<file path="src/rtl/rx_fsm.sv">
// rx_fsm: UART receive control FSM (IDLE/START/DATA/PARITY/STOP).
// Generates the oversample/bit counters and the one-cycle datapath enables
// for an oversampled serial receiver, and a data_valid pulse per good frame.
// Optional macro RX_FSM_ERR_CNT_EN adds an 8-bit saturating error counter
// output (err_cnt) counting glitch aborts and failed frames.
module rx_fsm (
    input  logic       clk,
    input  logic       rst,
    input  logic       rx_in,
    input  logic       par_en,
    input  logic [5:0] prescale,
    input  logic       strt_glitch,
    input  logic       par_err,
    input  logic       stp_err,
    output logic [5:0] edge_cnt,
    output logic [3:0] bit_cnt,
    output logic       dat_samp_en,
    output logic       strt_chk_en,
    output logic       par_chk_en,
    output logic       stp_chk_en,
    output logic       deser_en,
    output logic       data_valid
`ifdef RX_FSM_ERR_CNT_EN
    ,
    output logic [7:0] err_cnt
`endif
);

    typedef enum logic [2:0] {
        IDLE,
        START,
        DATA,
        PARITY,
        STOP
    } state_t;

    state_t     state, state_n;
    logic [5:0] edge_n;
    logic [3:0] bit_n;
    logic [5:0] p_q, p_n, p_sel;
    logic       par_en_q, par_en_n;
    logic       armed;
    logic       last;
    logic       on_chk;
    logic       valid_n;
    logic       samp_n, strt_n, par_chk_n, stp_n, deser_n;

    // Map the requested oversampling ratio onto a legal value (default 8).
    always_comb begin
        p_sel = 6'd8;
        if (prescale == 6'd16) begin
            p_sel = 6'd16;
        end else if (prescale == 6'd32) begin
            p_sel = 6'd32;
        end
    end

    // Next-state, counter and registered-output-next computation.
    always_comb begin
        state_n  = state;
        edge_n   = edge_cnt;
        bit_n    = bit_cnt;
        p_n      = p_q;
        par_en_n = par_en_q;
        valid_n  = 1'b0;
        last     = (edge_cnt == (p_q - 6'd1));

        if (state != IDLE) begin
            edge_n = last ? '0 : edge_cnt + 6'd1;
        end

        case (state)
            IDLE: begin
                edge_n = '0;
                bit_n  = '0;
                // Frame configuration is latched here and held for the frame.
                if (armed && !rx_in) begin
                    state_n  = START;
                    p_n      = p_sel;
                    par_en_n = par_en;
                end
            end
            START: begin
                if (last) begin
                    if (strt_glitch) begin
                        state_n = IDLE;
                    end else begin
                        state_n = DATA;
                        bit_n   = '0;
                    end
                end
            end
            DATA: begin
                if (last) begin
                    if (bit_cnt == 4'd7) begin
                        bit_n   = '0;
                        state_n = par_en_q ? PARITY : STOP;
                    end else begin
                        bit_n = bit_cnt + 4'd1;
                    end
                end
            end
            PARITY: begin
                if (last) begin
                    state_n = STOP;
                end
            end
            STOP: begin
                if (last) begin
                    state_n = IDLE;
                    valid_n = !stp_err && (!par_en_q || !par_err);
                end
            end
            default: begin
                state_n = IDLE;
                edge_n  = '0;
                bit_n   = '0;
            end
        endcase

        // Enables are computed against the next-cycle counters so that the
        // registered enable lines up with the registered edge_cnt value.
        on_chk    = (edge_n == (p_n - 6'd2));
        samp_n    = (state_n != IDLE);
        strt_n    = (state_n == START)  && on_chk;
        deser_n   = (state_n == DATA)   && on_chk;
        par_chk_n = (state_n == PARITY) && on_chk;
        stp_n     = (state_n == STOP)   && on_chk;
    end

    // FSM state, counters and latched frame configuration.
    always_ff @(posedge clk or negedge rst) begin
        if (!rst) begin
            state    <= IDLE;
            edge_cnt <= '0;
            bit_cnt  <= '0;
            p_q      <= 6'd8;
            par_en_q <= 1'b0;
        end else begin
            state    <= state_n;
            edge_cnt <= edge_n;
            bit_cnt  <= bit_n;
            p_q      <= p_n;
            par_en_q <= par_en_n;
        end
    end

    // Arm start detection only after the line has been seen idle-high.
    always_ff @(posedge clk or negedge rst) begin
        if (!rst) begin
            armed <= 1'b0;
        end else if (state == IDLE && rx_in) begin
            armed <= 1'b1;
        end
    end

    // Registered datapath enables and frame-good pulse.
    always_ff @(posedge clk or negedge rst) begin
        if (!rst) begin
            dat_samp_en <= 1'b0;
            strt_chk_en <= 1'b0;
            par_chk_en  <= 1'b0;
            stp_chk_en  <= 1'b0;
            deser_en    <= 1'b0;
            data_valid  <= 1'b0;
        end else begin
            dat_samp_en <= samp_n;
            strt_chk_en <= strt_n;
            par_chk_en  <= par_chk_n;
            stp_chk_en  <= stp_n;
            deser_en    <= deser_n;
            data_valid  <= valid_n;
        end
    end

`ifdef RX_FSM_ERR_CNT_EN
    logic err_inc;

    // Error event: false start abort, or a STOP exit without data_valid.
    always_comb begin
        err_inc = 1'b0;
        if (last && state == START && strt_glitch) begin
            err_inc = 1'b1;
        end
        if (last && state == STOP && !valid_n) begin
            err_inc = 1'b1;
        end
    end

    // Saturating error counter.
    always_ff @(posedge clk or negedge rst) begin
        if (!rst) begin
            err_cnt <= '0;
        end else if (err_inc && err_cnt != 8'd255) begin
            err_cnt <= err_cnt + 8'd1;
        end
    end
`endif

endmodule

</file>
<file path="config.mk">
export PLATFORM = sky130hd
export DESIGN_NAME = rx_fsm
export DESIGN_NICKNAME = d
export VERILOG_FILES = /design/src/rtl/rx_fsm.sv
export SDC_FILE = /design/constraint.sdc
export NUM_CORES = 1
export LEC_CHECK = 0
export ABC_AREA = 0
export CORE_UTILIZATION = 35
export CTS_CLUSTER_SIZE = 25
export DETAILED_ROUTE_END_ITERATION = 10
export GPL_TIMING_DRIVEN = 0
export HOLD_SLACK_MARGIN = 0.06
export PLACE_DENSITY_LB_ADDON = 0.12
export SLEW_MARGIN = 40
export SYNTH_ARGS = -nofsm -noshare
export SYNTH_HDL_FRONTEND = slang
export SYNTH_SLANG_ARGS = --single-unit
export TNS_END_PERCENT = 20
</file>
<file path="constraint.sdc">
create_clock -name clk -period 6.37 [get_ports clk]
set_input_delay 0.637 -clock clk [delete_from_list [all_inputs] [get_ports clk]]
set_output_delay 0.637 -clock clk [all_outputs]
set_load 0.05 [all_outputs]
</file>
# == Yosys cells after proc, flatten, opt, wreduce, memory -nomap -nowiden ==
# Index checks and enable logic that the tools add are counted.
# word_totals
inputBits,13
register_bits,27
# classes
muxes,23
addsub,4
n_bitwise,1
reduce_logical,19
eq_ne,16
# op_table
op,n
$mux 6,7
$mux 3,7
$mux 4,4
$pmux 3 s5,1
$eq 3x2->1 const B,4
$eq 6x6->1,2
$pmux 4 s3,1
$logic_and 1x1->1,7
$add 6x1->6 const B,1
$eq 3x1->1 const B,2
$eq 3x3->1 const B,2
$eq 6x5->1 const B,1
$eq 6x6->1 const B,1
$ne 2x2->1 const B,3
$reduce_bool 3->1,2
$sub 6x1->6 const B,1
$sub 6x2->6 const B,1
$add 4x1->4 const B,1
$eq 4x3->1 const B,1
$logic_not 1->1,4
$reduce_and 4->1,1
$reduce_or 4->1,1
$logic_not 3->1,1
$mux 1,2
5 further kinds,5

# == Depth between registers and ports, before layout ==
# Gate-level depths: netlist (run 1).
# depth
word_depth,8
depth_mapped,12

# == Worst setup path before layout (run 1) ==
# Ideal clock, no wire load.
# synth_timing
kind,flip-flop to flip-flop
startpoint,register state[0]
endpoint,register strt_chk_en
path_slack_ps,3733
t_arrival_ps,2542
stages_incl_launch_ff,12
t_required_ps,6275
synth_period_minus_slack_ps,2637
setup_ps,95
n_path_buf,1
cell_sequence,dfrtp_1 -> buf_6 -> or3_4 -> o21ai_1 -> ha_1 -> nor2b_1 -> o22ai_1 -> and3_4 -> and2_1 -> o21ai_1 -> o32a_2 -> nor4b_2
# synth_via
elab_chain_len,5
word_cells_on_any_way,21
classes_between,add/sub (1); eq/ne (6); mux (10); reduce/logical (4)
# synth_lines
item,line,text
"start, declared",37,"state_t state, state_n;"
"start signal, assigned",140,state <= state_n;
"$logic_not 3->1, or another cell as far along",72,case (state)
"$mux 6, or another cell as far along",72,
"$sub 6x2->6, or another cell as far along",123,on_chk = (edge_n == (p_n - 6'd2));
$eq 6x6->1 / $eq 3x1->1 (equally long branches),"123, 125",
$logic_and 1x1->1 (*),125,strt_n = (state_n == START) && on_chk;
via strt_n,46,"logic samp_n, strt_n, par_chk_n, stp_n, deser_n;"
"end signal, assigned",168,strt_chk_en <= strt_n;
"end, declared",18,"output logic strt_chk_en,"
# The timed path passes the listed nets; every way through them passes the cells marked *.
# A chain may end at the register's enable or synchronous reset.

# == Worst setup path in the final report (run 1) ==
# layout_timing
startpoint,register state[0]
endpoint,register par_chk_en
# layout_via
elab_chain_len,5
word_cells_on_any_way,21
classes_between,add/sub (1); eq/ne (6); mux (10); reduce/logical (4)
# layout_lines
item,line,text
"$logic_not 3->1, or another cell as far along",72,
"$mux 6, or another cell as far along",72,
"$sub 6x2->6, or another cell as far along",123,
$eq 6x6->1 / $eq 3x2->1 (equally long branches),"123, 127",
$logic_and 1x1->1 (*),127,par_chk_n = (state_n == PARITY) && on_chk;
via par_chk_n,46,
"end signal, assigned",169,par_chk_en <= par_chk_n;
"end, declared",19,"output logic par_chk_en,"
# Marks and branches as above.

==> impl_metrics.env, run 1 <==
export IMPL_status="finished, final reports clean"
export IMPL_ioPinCount=29
export IMPL_clkTransAtPathRegs_ps=110
export IMPL_drtPass1Iterations=5
export IMPL_die_area_sq_mm=0.00530
export IMPL_worst_setup_path_startpoint="state[0]"
export IMPL_design_power_total_mw=0.769
export IMPL_post_synth_xor_area_fraction=0.0700
export IMPL_r2r_end="par_chk_en"
export IMPL_crit_path_max_fanout=8
export IMPL_yosys_top_cell_by_area="sky130_fd_sc_hd__dfrtp_1"
export IMPL_detailroute_via_count=1588
export IMPL_gr_total_overflow=0
export IMPL_final_antenna_net_count=0
export IMPL_design_core_area_sq_mm=0.00479
export IMPL_finish_instance_area_sq_mm=0.00216
export IMPL_final_max_slew_viol_count=0
export IMPL_period_needed_ps=3320
export IMPL_insertion_delay_ps=280
export IMPL_fill_cells=479
export IMPL_syn_area_sq_mm=0.00175
export IMPL_asyncSetResetFlopFracSynth=1.00
export IMPL_cts_htree_levels=1
export IMPL_crit_path_frequent_cell="sky130_fd_sc_hd__nand2_1"
export IMPL_place_detailed_hpwl_um=3100
export IMPL_post_synth_fa_ha_maj_area_fraction=0.0286
export IMPL_synth_area_top_cells="sky130_fd_sc_hd__dfrtp_1 (37%), sky130_fd_sc_hd__xor2_1 (4.5%), sky130_fd_sc_hd__nand2_1 (3.9%), sky130_fd_sc_hd__nor2_1 (3.2%), sky130_fd_sc_hd__ha_1 (2.9%)"
export IMPL_crit_buf_inv=1
export IMPL_setup_tns_ps=0
export IMPL_synthCells=197
export IMPL_place_port_buffers=28
export IMPL_detail_route_vias_per_cell=5.36
export IMPL_reg2regPathDepth=12
export IMPL_synthFlopType="sky130_fd_sc_hd__dfrtp_1"
export IMPL_remaining_drc_errors=0
export IMPL_worst_r2r_startpoint="state[0]"
export IMPL_cp_data_arrival_time_ps=3460
export IMPL_crit_end="par_chk_en"
export IMPL_synth_area_mux_share=0
export IMPL_setup_viol_count_final=0
export IMPL_fin_crit_sh=0.521
export IMPL_clock_sinks=27
export IMPL_synthMostInstantiatedCell="sky130_fd_sc_hd__dfrtp_1"
export IMPL_initialDrtViolationCount=73
export IMPL_fp_dieW_um=72.8
export IMPL_startpoint_class="flop"
export IMPL_clockBufferDepth=2
export IMPL_post_cts_setup_buffer_count=0
export IMPL_finalNetCount=247
export IMPL_post_synth_num_cell_types=58
export IMPL_number_of_synthesized_flops_with_an_enable_pin=0
export IMPL_final_hold_vios=0
export IMPL_numCtsBuffers=3
export IMPL_total_leakage_power_nw=0.931
export IMPL_synth_top_area_share=0.371
export IMPL_initial_standard_cell_utilization_of_the_core=0.366
export IMPL_timing_worst_slew_pin_value_ps=672
export IMPL_part_of_the_yosys_area_used_for_sequential_elements=0.386
export IMPL_postSynthRegisterBits=27
export IMPL_combinational_family_with_the_most_area_after_synthesis="simple AND/OR/NAND/NOR gates"
export IMPL_worst_path_largest_cell_delay_ps=430
export IMPL_critical_path_required_ps=6520
export IMPL_total_routing_usage_reported_by_global_routing=0.179
export IMPL_floorplan_die_height_um=72.8
export IMPL_wire_length_of_the_first_global_routing_pass_um=7270
export IMPL_dpl_instance_area_sq_mm=0.00211
export IMPL_antenna_found_initial=0
export IMPL_critical_path_top_delay_family="simple AND/OR/NAND/NOR gates"
export IMPL_powerDensity_mw_per_mm2=356
export IMPL_grt_max_degree=28
export IMPL_maxClockFrequency_ghz=0.301
export IMPL_final_setup_skew_ps=10.3
export IMPL_cell_count_along_the_critical_path=12
export IMPL_grt_pass1_vias=1455
export IMPL_layout_area_overhead_vs_synth_pct=23.3
export IMPL_vdd_drop_max_mv=0.109
export IMPL_gpl_final_weighted_congestion=0.849
export IMPL_synth_compound_gate_area_share=0.194
export IMPL_cts_root_buf="sky130_fd_sc_hd__clkbuf_8"
export IMPL_synth_top_cells_by_count="sky130_fd_sc_hd__dfrtp_1 (26), sky130_fd_sc_hd__nand2_1 (18), sky130_fd_sc_hd__nor2_1 (15)"
export IMPL_syn_num_nets=214
export IMPL_rsz0062_at_grt="false"
export IMPL_ys_warn_count=0
export IMPL_setup_crit_end_kind="flop"
export IMPL_placement_rows=25
export IMPL_maxCapViolCount=0
export IMPL_cts_resized=0
export IMPL_layout_drive_gt1_share=0.0961
export IMPL_wl_per_cell_um=14.3
export IMPL_worstSetupPathType="flop to flop"
export IMPL_cts_tree="done"
export IMPL_crit_slowest_cell="sky130_fd_sc_hd__nor3_2"
export IMPL_reg2reg_setup_slack_ps=3050
export IMPL_cts_hold_buffers=0
export IMPL_max_slew_margin=0.550
export IMPL_n_antenna_cell=0
export IMPL_critical_path_cell_by_cell="buf_6, nor3_2, nand2_1, nand2_1, ha_1, nor3b_1, xor2_1, a2bb2oi_1, a211o_1, a21oi_1, o2bb2ai_1, nor4_1"
export IMPL_wirelength_um=4240
export IMPL_area_fraction_in_and_or_nand_and_nor_cells_after_synthesis=0.274
export IMPL_synthesis_area_per_instance_sq_um=8.90
export IMPL_hold_crit_class="primary input to asynchronous set/reset pin"
[metrics by stage]
step / cells / hold slack (ps) / worst slack (ps) / utilization
finish: 296 / 366 / 3050 / 0.452
global route: 296 / 408 / 2610 / 0.452
CTS: 296 / 387 / 3030 / 0.452
detailed placement: 292 / 501 / 2850 / 0.441
global placement: 292 / 486 / 2870 / 0.442
floorplan: 197 / 341 / 3730 / -
[layout make-up]
| type | instances | area (sq um) | share of cell area |
|---|---|---|---|
| buffer | 7 | 37.5 | 0.0174 |
| clock buffer | 3 | 41.3 | 0.0191 |
| clock inverter | 1 | 7.51 | 0.00347 |
| inverter | 12 | 45.0 | 0.0208 |
| multi-input combinational | 151 | 993 | 0.460 |
| sequential | 27 | 677 | 0.313 |
| tap | 67 | 83.8 | 0.0388 |
| timing repair buffer | 28 | 275 | 0.127 |
[registers in the layout, summed over array words and instances (netlist names)]
register / cells
bit_cnt: 4
state: 3
data_valid: 1
armed: 1
par_en_q: 1
stp_chk_en: 1
p_q: 6
strt_chk_en: 1
dat_samp_en: 1
par_chk_en: 1
edge_cnt: 6
deser_en: 1
[worst reg2reg max path: cells and delay by family (launching register included)]
family / cells / cell delay (ps)
flip-flops: 1 / 390
AND/OR/NAND/NOR: 5 / 1360
adder cells (fa/ha/maj): 1 / 270
buffers and inverters: 1 / 140
AO/OA/AOI/OAI: 4 / 940
XOR/XNOR: 1 / 90
[placed cells by master, fill, tap and decap left out, types with 2 or more instances in the layout]
cell,n
sky130_fd_sc_hd__dfrtp_1,26
sky130_fd_sc_hd__o21ai_0,7
sky130_fd_sc_hd__o21ai_1,3
sky130_fd_sc_hd__and3_1,3
sky130_fd_sc_hd__a31oi_1,2
sky130_fd_sc_hd__nor3_1,6
sky130_fd_sc_hd__nand3_1,9
sky130_fd_sc_hd__nand4_1,6
sky130_fd_sc_hd__nor2_1,15
sky130_fd_sc_hd__nor2b_1,4
sky130_fd_sc_hd__nor3b_1,3
sky130_fd_sc_hd__xnor2_1,5
sky130_fd_sc_hd__or2_2,2
sky130_fd_sc_hd__inv_1,12
sky130_fd_sc_hd__ha_1,4
sky130_fd_sc_hd__clkbuf_8,3
sky130_fd_sc_hd__xor2_1,9
sky130_fd_sc_hd__and2_1,2
sky130_fd_sc_hd__a21o_1,3
sky130_fd_sc_hd__o211a_1,2
sky130_fd_sc_hd__nor4_2,2
sky130_fd_sc_hd__buf_2,4
sky130_fd_sc_hd__o2bb2ai_1,2
sky130_fd_sc_hd__nand2_1,18
sky130_fd_sc_hd__nor4_1,4
sky130_fd_sc_hd__clkdlybuf4s50_1,27
sky130_fd_sc_hd__nand2b_1,3
sky130_fd_sc_hd__a21oi_1,9
sky130_fd_sc_hd__clkbuf_1,2
[layer usage]
layer  GRT usage  vias up  routed length, um
met4      0.0610        0                 62
met1       0.274      744               2200
met2       0.258       54               1790
li1            -      783                  -
met3      0.0235        7                189
met5           0        -                  0
[where the power goes]
part | switching (mW) | internal, mW
combinational | 0.271 | 0.157
clock | 0.0577 | 0.0444
sequential | 0.0357 | 0.203
[worst min-delay path by stage]
| stage | end | slack, ps | depth (start not counted) |
|---|---|---|---|
| final | stp_chk_en | 370 | 1 |
| after global routing | edge_cnt[1] | 410 | 1 |
| after CTS | stp_chk_en | 390 | 1 |
| after detailed placement | armed | 500 | 1 |
| after global placement | armed | 490 | 1 |
| after floorplan | armed | 340 | 0 |
[logic make-up (layout without fill, tap and decap cells)]
| kind of cell | count (synthesis) | after routing |
|---|---|---|
| buf+inv | 19 | 51 |
| fa+ha+maj | 4 | 4 |
| compound gates | 47 | 47 |
| xor+xnor | 14 | 14 |
| simple gates | 86 | 86 |
| flops | 27 | 27 |
Note: power is estimated with default switching activity, not from simulation.
==> run 2: changes to the inputs <==
clock period = 2.8 ns   (was 6.37 ns; I/O delays follow)
==> impl_metrics.env, run 2 (synthesis results as in run 1) <==
export IMPL_layout_commonest_cell="sky130_fd_sc_hd__clkdlybuf4s50_1"
export IMPL_worstSetupPathType="flop to flop"
export IMPL_place_port_buffers=28
export IMPL_final_hold_vios=0
export IMPL_grt_use_met2=0.260
export IMPL_clkTransAtPathRegs_ps=100
export IMPL_finalNetCount=251
export IMPL_setup_viol_count_final=0
export IMPL_worst_path_largest_cell_delay_ps=420
export IMPL_worst_setup_path_startpoint="state[0]"
export IMPL_finish_instance_area_sq_mm=0.00232
export IMPL_drtPass1Iterations=4
export IMPL_gpl_final_weighted_congestion=0.849
export IMPL_crit_path_max_fanout=7
export IMPL_cp_data_arrival_time_ps=2870
export IMPL_wl_per_cell_um=14.6
export IMPL_timing_worst_slew_pin_value_ps=713
export IMPL_setup_crit_end_kind="flop"
export IMPL_final_max_slew_viol_count=0
export IMPL_max_slew_margin=0.521
export IMPL_dp_slack_ps=-539
export IMPL_startpoint_class="flop"
export IMPL_fin_crit_sh=0.954
export IMPL_gr_usage_met1=0.282
export IMPL_detailroute_via_count=1594
export IMPL_critical_path_required_ps=3000
export IMPL_p_comb_frac=0.586
export IMPL_design_core_area_sq_mm=0.00479
export IMPL_post_place_cells=292
export IMPL_final_antenna_net_count=0
export IMPL_grt_max_degree=28
export IMPL_initialDrtViolationCount=118
export IMPL_clockBufferDepth=2
export IMPL_reg2regPathDepth=11
export IMPL_global_route_usage_met3=0.0249
export IMPL_layout_area_overhead_vs_synth_pct=32.2
export IMPL_gr_total_overflow=0
export IMPL_reg2reg_setup_slack_ps=130
export IMPL_final_setup_skew_ps=7.65
export IMPL_r2r_end="deser_en"
export IMPL_hold_crit_class="primary input to flop"
export IMPL_cts_tree="done"
export IMPL_powerDensity_mw_per_mm2=817
export IMPL_critical_path_cell_by_cell="buf_6, or3_4, o21ai_4, ha_4, and3b_1, nand4_1, a31oi_1, o2111a_1, a221oi_2, o32a_2, nor4_2"
export IMPL_wire_length_of_the_first_global_routing_pass_um=7400
export IMPL_post_route_util=0.484
export IMPL_setup_ws_ps=128
export IMPL_globalRoute_busiestLayer="met1"
export IMPL_dpl_instance_area_sq_mm=0.00211
export IMPL_design_power_total_mw=1.89
export IMPL_insertion_delay_ps=280
export IMPL_floorplan_die_height_um=72.8
export IMPL_cts_root_buf="sky130_fd_sc_hd__clkbuf_8"
export IMPL_ioPinCount=29
export IMPL_fp_dieW_um=72.8
export IMPL_worst_r2r_startpoint="state[0]"
export IMPL_maxClockFrequency_ghz=0.374
export IMPL_finalHoldWorstSlack_ps=512
export IMPL_clock_sinks=27
export IMPL_rsz0062_at_grt="true"
export IMPL_total_routing_usage_reported_by_global_routing=0.183
export IMPL_biggest_registers_after_layout="edge_cnt: 6 flops, p_q: 6 flops, bit_cnt: 4 flops"
export IMPL_setup_tns_ps=0
export IMPL_share_clk_of_total_power=0.124
export IMPL_netSwitchingPower_mw=0.910
export IMPL_remaining_drc_errors=0
export IMPL_final_cell_count_no_fill=300
export IMPL_detail_route_vias_per_cell=5.31
export IMPL_wirelength_um=4370
export IMPL_antenna_found_initial=0
export IMPL_numCtsBuffers=3
export IMPL_vdd_drop_max_mv=0.257
export IMPL_cell_internal_power_dissipation_mw=0.983
export IMPL_commonest_non_fill_non_tap_cells_in_the_layout="sky130_fd_sc_hd__clkdlybuf4s50_1 (27), sky130_fd_sc_hd__dfrtp_1 (26), sky130_fd_sc_hd__nand2_1 (17), sky130_fd_sc_hd__nor2_1 (15), sky130_fd_sc_hd__inv_1 (12)"
export IMPL_die_area_sq_mm=0.00530
export IMPL_total_leakage_power_nw=0.986
export IMPL_crit_end="deser_en"
export IMPL_crit_slowest_cell="sky130_fd_sc_hd__or3_4"
export IMPL_place_detailed_hpwl_um=3100
export IMPL_status="finished, final reports clean"
export IMPL_initial_standard_cell_utilization_of_the_core=0.366
export IMPL_grt_pass1_vias=1479
export IMPL_maxCapViolCount=0
export IMPL_period_needed_ps=2670
export IMPL_part_of_the_total_power_dissipated_in_sequential_elements=0.290
export IMPL_layout_drive_gt1_share=0.167
export IMPL_placement_rows=25
export IMPL_n_antenna_cell=0
export IMPL_cts_htree_levels=1
export IMPL_power_share_switching=0.481
run 2: power by group through the flow:
stage | registers, mW | clock network [mW] | logic [mW]
2_1_floorplan | 0.678 | 0 | 0.570
3_3_place_gp | 0.551 | 0 | 0.961
3_5_place_dp | 0.551 | 0 | 0.963
4_1_cts | 0.545 | 0.239 | 1.00
5_1_grt | 0.560 | 0.259 | 1.21
6_report | 0.550 | 0.235 | 1.11
run 2: area by class of cell:
cell class                      count  area, sq um
Fill cell                         461         2470
Multi-Input combinational cell    151         1120
Sequential cell                    27          677
Timing Repair Buffer               32          308
Tap cell                           67         83.8
Inverter                           12         45.0
Clock buffer                        3         41.3
Buffer                              7         37.5
Clock inverter                      1         7.51
run 2: repair_timing:
item,CTS,global route
pin swaps,2,12
endpoints found under the setup margin,4,4
endpoints found under the hold margin,26,0
resized for setup,7,14
hold buffers,1,0
buffers inserted,1,2
run 2: worst max-delay path: cells and delay by family (launching register included):
| kind | cells | cell delay (ps) |
|---|---|---|
| AO/OA/AOI/OAI | 5 | 930 |
| adder cells (fa/ha/maj) | 1 | 190 |
| buffers and inverters | 1 | 140 |
| flip-flops | 1 | 380 |
| AND/OR/NAND/NOR | 4 | 940 |
run 2: layer usage:
layer / up-vias / part of all wire / wire length [um]
li1: 789 / - / -
met4: 0 / 0.010 / 44
met5: - / 0 / 0
met2: 60 / 0.43 / 1900
met1: 740 / 0.50 / 2190
met3: 5 / 0.055 / 241
run 2: worst min path at each step:
stage	slack [ps]	endpoint	cells after the start	startpoint
final	510	par_en_q	3	par_en
after global routing	540	par_en_q	3	par_en
after CTS	510	par_en_q	3	par_en
after detailed placement	340	edge_cnt[0]	1	rst
after global placement	490	armed	1	armed
after floorplan	-20	armed	0	rst
